**src/rtl/digit_scan_controller.sv**
```systemverilog
// ---------------------------------------------------------------------------
// digit_scan_controller
//   Time-multiplexed digit scanner for N-digit 7-segment displays. It steps
//   through the enabled digits in ascending order. Each enabled digit is
//   driven for PRESCALE cycles. An all-off gap of BLANK_CYCLES cycles
//   separates consecutive digits to prevent ghosting.
//
// Ports
//   clk          in   1           system clock, rising edge
//   rst_n        in   1           asynchronous active-low reset
//   enable       in   1           1 = scan, 0 = display dark
//   digit_mask   in   NUM_DIGITS  bit i = 1 -> digit i participates in scan
//   dig_sel      out  SEL_W       index of the digit currently selected
//   digit        out  NUM_DIGITS  digit enable lines (polarity per ACTIVE_LOW)
//   slot_start   out  1           pulse on the first DRIVE cycle of a slot
//   frame_done   out  1           pulse on the last DRIVE cycle of the frame
// ---------------------------------------------------------------------------
module digit_scan_controller #(
    parameter int NUM_DIGITS   = 8,
    parameter int SEL_W        = 3,
    parameter int PRESCALE     = 50000,
    parameter int BLANK_CYCLES = 4,
    parameter int ACTIVE_LOW   = 1
) (
    input  logic                  clk,
    input  logic                  rst_n,
    input  logic                  enable,
    input  logic [NUM_DIGITS-1:0] digit_mask,
    output logic [SEL_W-1:0]      dig_sel,
    output logic [NUM_DIGITS-1:0] digit,
    output logic                  slot_start,
    output logic                  frame_done
);

    localparam int CNT_MAX = (PRESCALE > BLANK_CYCLES) ? PRESCALE : BLANK_CYCLES;
    localparam int CNT_W   = $clog2(CNT_MAX + 1);

    localparam logic [CNT_W-1:0] DRV_LOAD = CNT_W'(PRESCALE - 1);
    localparam logic [CNT_W-1:0] BLK_LOAD = CNT_W'((BLANK_CYCLES > 0) ? BLANK_CYCLES - 1 : 0);
    localparam logic [NUM_DIGITS-1:0] OFF = (ACTIVE_LOW != 0) ? {NUM_DIGITS{1'b1}}
                                                              : {NUM_DIGITS{1'b0}};

    typedef enum logic [1:0] {
        S_IDLE,
        S_BLANK,
        S_DRIVE
    } state_t;

    state_t                r_state;
    logic [CNT_W-1:0]      r_cnt;
    logic [SEL_W-1:0]      r_sel;
    logic [SEL_W-1:0]      r_next;      // digit for the following slot
    logic                  r_next_vld;  // mask was non-zero when r_next was chosen
    logic [NUM_DIGITS-1:0] r_digit;
    logic                  r_slot_start;
    logic                  r_frame_done;

    logic                  w_mask_any;
    logic [SEL_W-1:0]      w_low;
    logic [SEL_W-1:0]      w_la_base;
    logic [SEL_W:0]        w_above;
    logic [SEL_W-1:0]      w_la_next;
    logic                  w_la_wrap;

    // Lowest set bit of the mask. Returns 0 when the mask is empty.
    function automatic logic [SEL_W-1:0] f_lowest(input logic [NUM_DIGITS-1:0] m);
        logic [SEL_W-1:0] r;
        r = '0;
        for (int i = NUM_DIGITS - 1; i >= 0; i--)
            if (m[i]) r = SEL_W'(i);
        return r;
    endfunction

    // {found, index} of the lowest set bit strictly above b. Only indices
    // 0..NUM_DIGITS-1 are ever returned.
    function automatic logic [SEL_W:0] f_above(input logic [NUM_DIGITS-1:0] m,
                                               input logic [SEL_W-1:0]      b);
        logic [SEL_W:0] r;
        r = '0;
        for (int i = NUM_DIGITS - 1; i >= 0; i--)
            if (m[i] && (i > int'(b))) r = {1'b1, SEL_W'(i)};
        return r;
    endfunction

    // Digit-line pattern that drives exactly digit s.
    function automatic logic [NUM_DIGITS-1:0] f_drive(input logic [SEL_W-1:0] s);
        logic [NUM_DIGITS-1:0] oh;
        oh    = '0;
        oh[s] = 1'b1;
        return (ACTIVE_LOW != 0) ? ~oh : oh;
    endfunction

    // Look ahead to choose the next slot. frame_done is a registered output
    // that must appear on the last DRIVE cycle, so the next digit is decided
    // on the edge that enters that cycle. The mask sampled on that edge is
    // the slot-end sample. The base is the digit whose last cycle comes next:
    //   IDLE            -> first digit of a fresh scan (PRESCALE = 1 only)
    //   BLANK           -> r_sel (PRESCALE = 1 only)
    //   DRIVE, cnt = 0  -> r_next (back-to-back slots, PRESCALE = 1)
    //   DRIVE, cnt = 1  -> r_sel
    always_comb begin
        w_mask_any = |digit_mask;
        w_low      = f_lowest(digit_mask);
        case (r_state)
            S_IDLE:  w_la_base = w_low;
            S_DRIVE: w_la_base = (r_cnt == '0) ? r_next : r_sel;
            default: w_la_base = r_sel;
        endcase
        w_above   = f_above(digit_mask, w_la_base);
        w_la_wrap = ~w_above[SEL_W];
        w_la_next = w_above[SEL_W] ? w_above[SEL_W-1:0] : w_low;
    end

    always_ff @(posedge clk or negedge rst_n) begin
        if (!rst_n) begin
            r_state      <= S_IDLE;
            r_cnt        <= '0;
            r_sel        <= '0;
            r_next       <= '0;
            r_next_vld   <= 1'b0;
            r_digit      <= OFF;
            r_slot_start <= 1'b0;
            r_frame_done <= 1'b0;
        end else begin
            r_slot_start <= 1'b0;
            r_frame_done <= 1'b0;
            if (!enable) begin
                // Go dark at once. dig_sel keeps its last value.
                r_state    <= S_IDLE;
                r_cnt      <= '0;
                r_next_vld <= 1'b0;
                r_digit    <= OFF;
            end else begin
                case (r_state)
                    S_IDLE: begin
                        r_digit <= OFF;
                        if (w_mask_any) begin
                            r_sel <= w_low;
                            if (BLANK_CYCLES > 0) begin
                                r_state <= S_BLANK;
                                r_cnt   <= BLK_LOAD;
                            end else begin
                                r_state      <= S_DRIVE;
                                r_cnt        <= DRV_LOAD;
                                r_digit      <= f_drive(w_low);
                                r_slot_start <= 1'b1;
                                if (PRESCALE == 1) begin
                                    r_next       <= w_la_next;
                                    r_next_vld   <= w_mask_any;
                                    r_frame_done <= w_mask_any & w_la_wrap;
                                end
                            end
                        end
                    end

                    S_BLANK: begin
                        if (r_cnt == '0) begin
                            r_state      <= S_DRIVE;
                            r_cnt        <= DRV_LOAD;
                            r_digit      <= f_drive(r_sel);
                            r_slot_start <= 1'b1;
                            if (PRESCALE == 1) begin
                                r_next       <= w_la_next;
                                r_next_vld   <= w_mask_any;
                                r_frame_done <= w_mask_any & w_la_wrap;
                            end
                        end else begin
                            r_cnt <= r_cnt - 1'b1;
                        end
                    end

                    S_DRIVE: begin
                        if (r_cnt == '0) begin
                            // Slot end. Use the decision latched on the previous edge.
                            if (!r_next_vld) begin
                                r_state <= S_IDLE;
                                r_digit <= OFF;
                            end else begin
                                r_sel <= r_next;
                                if (BLANK_CYCLES > 0) begin
                                    r_state <= S_BLANK;
                                    r_cnt   <= BLK_LOAD;
                                    r_digit <= OFF;
                                end else begin
                                    r_cnt        <= DRV_LOAD;
                                    r_digit      <= f_drive(r_next);
                                    r_slot_start <= 1'b1;
                                    if (PRESCALE == 1) begin
                                        r_next       <= w_la_next;
                                        r_next_vld   <= w_mask_any;
                                        r_frame_done <= w_mask_any & w_la_wrap;
                                    end
                                end
                            end
                        end else begin
                            r_cnt <= r_cnt - 1'b1;
                            // Entering the final cycle of this slot.
                            if ((PRESCALE > 1) && (r_cnt == CNT_W'(1))) begin
                                r_next       <= w_la_next;
                                r_next_vld   <= w_mask_any;
                                r_frame_done <= w_mask_any & w_la_wrap;
                            end
                        end
                    end

                    default: begin
                        r_state <= S_IDLE;
                        r_digit <= OFF;
                        r_cnt   <= '0;
                    end
                endcase
            end
        end
    end

    assign dig_sel    = r_sel;
    assign digit      = r_digit;
    assign slot_start = r_slot_start;
    assign frame_done = r_frame_done;

endmodule

```
**config.mk**
```make
export PLATFORM = sky130hd
export DESIGN_NAME = digit_scan_controller
export DESIGN_NICKNAME = d
export VERILOG_FILES = /design/src/rtl/digit_scan_controller.sv
export SDC_FILE = /design/constraint.sdc
export NUM_CORES = 1
export LEC_CHECK = 0
export ABC_AREA = 1
export BUFFER_PORTS_ARGS = -buffer_cell sky130_fd_sc_hd__buf_2
export CAP_MARGIN = 40
export CORE_MARGIN = 10
export CORE_UTILIZATION = 45
export CTS_CLUSTER_SIZE = 28
export DETAILED_ROUTE_END_ITERATION = 8
export SLEW_MARGIN = 20
export SYNTH_ARGS = -nofsm -noshare
export SYNTH_HDL_FRONTEND = slang
export SYNTH_SLANG_ARGS = --single-unit
```
**constraint.sdc**
```tcl
create_clock -name clk -period 2.81 [get_ports clk]
set_clock_uncertainty 0.15 [all_clocks]
set_input_delay 0.843 -clock clk [delete_from_list [all_inputs] [get_ports clk]]
set_output_delay 0.843 -clock clk [all_outputs]
set_load 0.05 [all_outputs]
```
; After elaboration in Yosys (flattened, before gate mapping)
; Index checks and enable logic that the tools add are counted.
[classes]
n_addsub = 1
bitwise = 4
magnitude_cmp = 9
reduce_logical = 18
n_eq_ne = 13
mux = 51
[op_table]
columns = op, n
row1 = 2-to-1 mux 16 bit, 5
row2 = case mux 16 bit (3 select lines), 1
row3 = 2-to-1 mux 3 bit, 13
row4 = 2-to-1 mux 4 bit, 7
row5 = 2-to-1 mux 8 bit, 3
row6 = "== test 16 x 1 -> 1 bit, second input constant", 1
row7 = logical NOT 16 bit, 1
row8 = case mux 8 bit (2 select lines), 1
row9 = "subtractor 16 x 1 -> 16 bit, second input constant", 1
row10 = 2-to-1 mux 1 bit, 13
row11 = "greater-than comparator 3 bit, first input constant", 4
row12 = case mux 3 bit (2 select lines), 2
row13 = "!= test 3 bit, second input constant", 3
row14 = logical AND 1 bit, 8
row15 = 2-to-1 mux 2 bit, 4
row16 = "!= test 2 bit, second input constant", 4
row17 = NOT 8 bit, 1
row18 = OR reduction 8 bit, 1
row19 = "greater-than comparator 2 x 3 -> 1 bit, first input constant", 2
row20 = case mux 2 bit (3 select lines), 1
row21 = AND reduction 3 bit, 2
row22 = AND reduction 5 bit, 1
row23 = "< comparator 3 x 4 -> 1 bit, second input constant", 1
row24 = "!= test 2 x 1 -> 1 bit, second input constant", 2
row25 = other kinds (12), 14
[totals]
inputBits = 11
register_bits = 35

; Logic depth before layout (Yosys ltp)
[depth]
depth_word = 24
mapped_depth = 20
ltp_nobuf = 20

; Least setup slack after synthesis
; Ideal clock, no wire load.
[synth_timing]
path_kind = in2reg
start = input port digit_mask[0]
end = register r_next[0]
path_stages = 16
setup_slack_ps = 419
path_buffers = 0
t_arrival_ps = 2124
t_required_ps = 2544
path_cell_list = inv_1 nand2_1 nor3_1 nand2_1 nor2_1 nor2_1 nand2_4 nand3_1 nand2_1 nand2_1 nor2_4 nand3_1 nand2_1 inv_1 nand2_1 nand2_1
[synth_via]
elab_chain_cells = 12
word_cells_on_any_way = 24
classes_between = order compare (7) / mux (10) / reduce/logical (7)
[synth_lines]
columns = item, line
row1 = "start, declared", 28  ; input logic [NUM_DIGITS-1:0] digit_mask,
row2 = 2-to-1 mux 3 bit (*), 70  ; if (m[i]) r = SEL_W'(i);
row3 = case mux 3 bit (2 select lines), 104  ; case (r_state)
row4 = greater-than comparator 3 bit, 81  ; if (m[i] && (i > int'(b))) r = {1'b1, SEL_W'(i)};
row5 = logical AND 1 bit, 81
row6 = 2-to-1 mux 4 bit (7 in series), 81
row7 = 2-to-1 mux 3 bit (*), 111  ; w_la_next = w_above[SEL_W] ? w_above[SEL_W-1:0] : w_low;
row8 = "end signal, assigned", 148  ; r_next <= w_la_next;
row9 = "end signal, assigned", 163  ; r_next <= w_la_next;
row10 = "end signal, assigned", 189  ; r_next <= w_la_next;
row11 = "end, declared", 52  ; logic [SEL_W-1:0] r_next;
; Mark *: on every way between the ends. The rest lies on a longest branch, timed or not.
; A chain may end at the register's enable or synchronous reset.

; Worst setup path in the final report
[layout_timing]
start = input port digit_mask[1]
end = register r_next[0]
[layout_via]
elab_chain_cells = 13
word_cells_on_any_way = 25
classes_between = order compare (7) / mux (11) / reduce/logical (7)
[layout_lines]
columns = item, line
row1 = 2-to-1 mux 3 bit (2 in series), 70
row2 = case mux 3 bit (2 select lines), 104
row3 = greater-than comparator 3 bit, 81
row4 = logical AND 1 bit, 81
row5 = 2-to-1 mux 4 bit (7 in series), 81
row6 = 2-to-1 mux 3 bit (*), 111
; Marks and branches as above.

==> flow_summary_export.csv <==
group,metric,value,unit
outcome,run_status,"completed",
critical_path,r2r.worst_path.cells,17,
critical_path,critical_path.n_buffers_inverters,3,
floorplan,std_cell_rows,26,
logic_synthesis,seq_area_frac_synth,38.1,%
clocking,maximum_clock_path_buffer_count,2,
timing,timing.max_slew.rel_slack,73.6,%
timing,setup-violations-final,0,
grt,pin_count_of_the_biggest_net_entering_global_routing,36,
logic_synthesis,netlist_area,2320,um^2
clocking,path_clk_slew,70,ps
logic_synthesis,yosysUniqueCellTypes,29,
floorplan,core_region_area,5040,um^2
critical_path,critical_path_class,"input pin to register",
timing,finalCriticalPeriod,2460,ps
critical_path,cp_data_arrival_time,2500,ps
critical_path,crit_path_capture_type,"register",
finish,layout.core_utilization,53.5,%
pwr,irDropWorstVdd,396,uV
timing,report.final.slew_viol_count,0,
grt,grt_usage,13.6,%
critical_path,crit_path_top_delay_cell,"sky130_fd_sc_hd__nor3_1",
placed_design,placement.io_buffers,23,
placed_design,gp_congestion,0.918,
clocking,post_cts_resized,0,
clocking,cts_sinks,35,
timing,finalHoldViolCount,0,
clocking,cts_htree_levels,2,
timing,worstMarginPinSlew,396,ps
routing,drt_pass1_iterations,4,
finish,final_cell_area,2700,um^2
timing,grt_setup_unrepaired,"no",
floorplan,fp.dieArea,8430,um^2
routing,avgViaCountPerCell,4.87,
floorplan,die_h,91.8,um
pwr,power.static_leakage,1.38,nW
clocking,cts_hold_repair.buffers,0,
floorplan,initial_utilization,46.1,%
clocking,clk_lat_worst_skew,290,ps
job,max_cap_violations,0,
logic_synthesis,ys_dominant_reg_cell,"sky130_fd_sc_hd__dfrtp_1",
timing,timing.setup.tns,0,ps
logic_synthesis,synth_edf_count,0,
critical_path,setup.reg_to_reg.worst_slack,480,ps
logic_synthesis,ys_async_sr_fraction,100,%
critical_path,worst_path_largest_cell_delay,220,ps
routing,initialDrtViolationCount,193,
finish,drive_gt1_share,21.8,%
routing,final_antenna_net_count,0,
critical_path,cp_top_family,"simple AND/OR/NAND/NOR gates",
clocking,master_cell_of_the_clock_root_buffer,"sky130_fd_sc_hd__clkbuf_8",
critical_path,cp_cell_sequence,"buf_2 -> inv_1 -> nand2_1 -> nor3_1 -> nand2_1 -> nor2_1 -> nor2_1 -> nand2_4 -> nand3_1 -> nand2_1 -> nand2_1 -> nor2_4 -> nand3_1 -> nand2_1 -> inv_1 -> nand2_1 -> nand2_1",
floorplan,dieWidth,91.8,um
timing,timing.fmax,406,MHz
grt,grt-ovfl-total,0,
clocking,numCtsBuffers,5,
logic_synthesis,yosys_warnings,0,
pwr,cell_pwr_density,1130,nW/um^2
routing,wirelength,5450,um
finish,antennaDiodeCount,0,
critical_path,required,2840,ps
grt,grt_antenna_before_repair,0,
critical_path,cp-start-kind,"input pin",
logic_synthesis,syn-num-nets,337,
routing,via_count,2084,
min_path,min_path_type,"input pin to asynchronous set/reset pin",
finish,synthToLayoutAreaGrowth,16.2,%
timing,min_period_over_period,87.7,%
critical_path,worst_path_most_repeated_cell,"sky130_fd_sc_hd__nand2_1",
logic_synthesis,netlist_instances,323,
clocking,post-cts-setup-buffers,0,
routing,wl_per_cell,12.7,um
routing,drc_errors,0,
finish,filler_cell_count,515,
grt,grt_pass1_wl,9690,um
placed_design,place.detailed.hpwl,4270,um
clocking,tritoncts,"done",
finish,final_net_count,371,
logic_synthesis,synth-seq-cells,35,
critical_path,worstSetupPathDepth,17,
floorplan,pin_count,24,
grt,first_global_vias,2114,
logic_synthesis,average_size_of_a_mapped_cell,7.19,um^2
placed_design,detailed_place.area,2550,um^2
critical_path,worstPathMaxFanout,5,
-- layout by cell type (no fill, tap or decap), drive strengths merged --
cell type / Yosys / final
o21ai: 23 / 23
nand2: 88 / 88
a31oi: 10 / 10
bufinv: 0 / 1
nor4: 1 / 1
a21oi: 8 / 8
nor3: 12 / 12
nand3b: 1 / 1
clkbuf: 1 / 6
nor3b: 1 / 1
buf: 1 / 29
a22o: 1 / 1
nand3: 17 / 17
ha: 3 / 3
dfrtp: 27 / 27
inv: 46 / 46
o211ai: 2 / 2
dfstp: 8 / 8
xor2: 8 / 8
and3: 1 / 1
clkinv: 0 / 1
nor2: 62 / 62
nand4: 2 / 2
-- metrics by stage --
stage / instances / total power, mW / hold WS, ps / worst slack [ps]
2_1_floorplan: 323 / 2.19 / 299 / 419
3_3_place_gp: 419 / 2.59 / 319 / 41.3
3_5_place_dp: 419 / 2.59 / 316 / 49.3
4_1_cts: 427 / 3.08 / 336 / 341
5_1_grt: 428 / 3.37 / 343 / 59.6
6_report: 428 / 3.06 / 321 / 347
-- worst paths after layout --
| check | start | to |
|---|---|---|
| max | digit_mask[1] | r_next[0] |
| min | rst_n | r_cnt[7] |
| max reg2reg | r_cnt[0] | r_next[0] |
| min reg2reg | r_next[0] | r_next[0] |
| max in group asynchronous | rst_n | digit[5] |
| min in group clk | r_next[0] | r_next[0] |
-- cell type report --
class,count,area [um^2],share of cell area [%]
clock inverters,2,35.0,1.30
inverters,46,173,6.40
clock buffers,6,82.6,3.06
multi-input cells,240,1250,46.5
well taps,70,87.6,3.25
flip-flops and latches,35,886,32.8
repair buffers,29,180,6.68
-- flip-flops by register name, summed over array words and instances (netlist names) --
signal / cells
dig_sel: 3
r_next_vld: 1
digit: 8
r_cnt: 16
slot_start: 1
r_next: 3
r_state: 2
frame_done: 1
-- cell usage after synthesis, types with 5 or more instances --
| master | number | area (um^2) |
|---|---|---|
| sky130_fd_sc_hd__dfrtp_1 | 27 | 676 |
| sky130_fd_sc_hd__nor2_4 | 8 | 90.1 |
| sky130_fd_sc_hd__a21oi_1 | 6 | 30.0 |
| sky130_fd_sc_hd__xor2_1 | 8 | 70.1 |
| sky130_fd_sc_hd__nor3_1 | 12 | 60.1 |
| sky130_fd_sc_hd__a31oi_1 | 10 | 62.6 |
| sky130_fd_sc_hd__nand2_4 | 6 | 67.6 |
| sky130_fd_sc_hd__inv_1 | 43 | 161 |
| sky130_fd_sc_hd__o21ai_0 | 23 | 115 |
| sky130_fd_sc_hd__nor2_2 | 5 | 31.3 |
| sky130_fd_sc_hd__dfstp_2 | 8 | 210 |
| sky130_fd_sc_hd__nand3_1 | 16 | 80.1 |
| sky130_fd_sc_hd__nand2_2 | 8 | 50.1 |
| sky130_fd_sc_hd__nor2_1 | 49 | 184 |
| sky130_fd_sc_hd__nand2_1 | 74 | 278 |
-- report_power, final --
part           total, mW  switching [mW]  internal [mW]  leakage [nW]
Combinational       1.77            1.20          0.575         0.872
Sequential         0.818           0.167          0.651         0.445
Clock              0.472           0.185          0.287        0.0612
-- per-layer routing --
metal  vias to the layer above  GRT usage, %  routed length [um]  share of wire (%)
li1                       1094             -                   -                  -
met5                         -             0                   0                  0
met4                         0          3.60                  58                1.1
met2                        32          21.4                2390                 44
met3                         6          3.50                 262                4.8
met1                       952          18.1                2740                 50
-- kinds of logic (layout without fill, tap and decap cells) --
family	after synthesis	in the layout	synth area share, %
buffers and inverters	48	83	7.81
and+or+nand+nor	185	185	38.4
xor gates and xnor gates	8	8	3.02
DFF	35	35	38.1
AOI/OAI and AO/OA	44	44	11.0
adders and majority gates	3	3	1.62
Power figures use the tool's default switching activity.
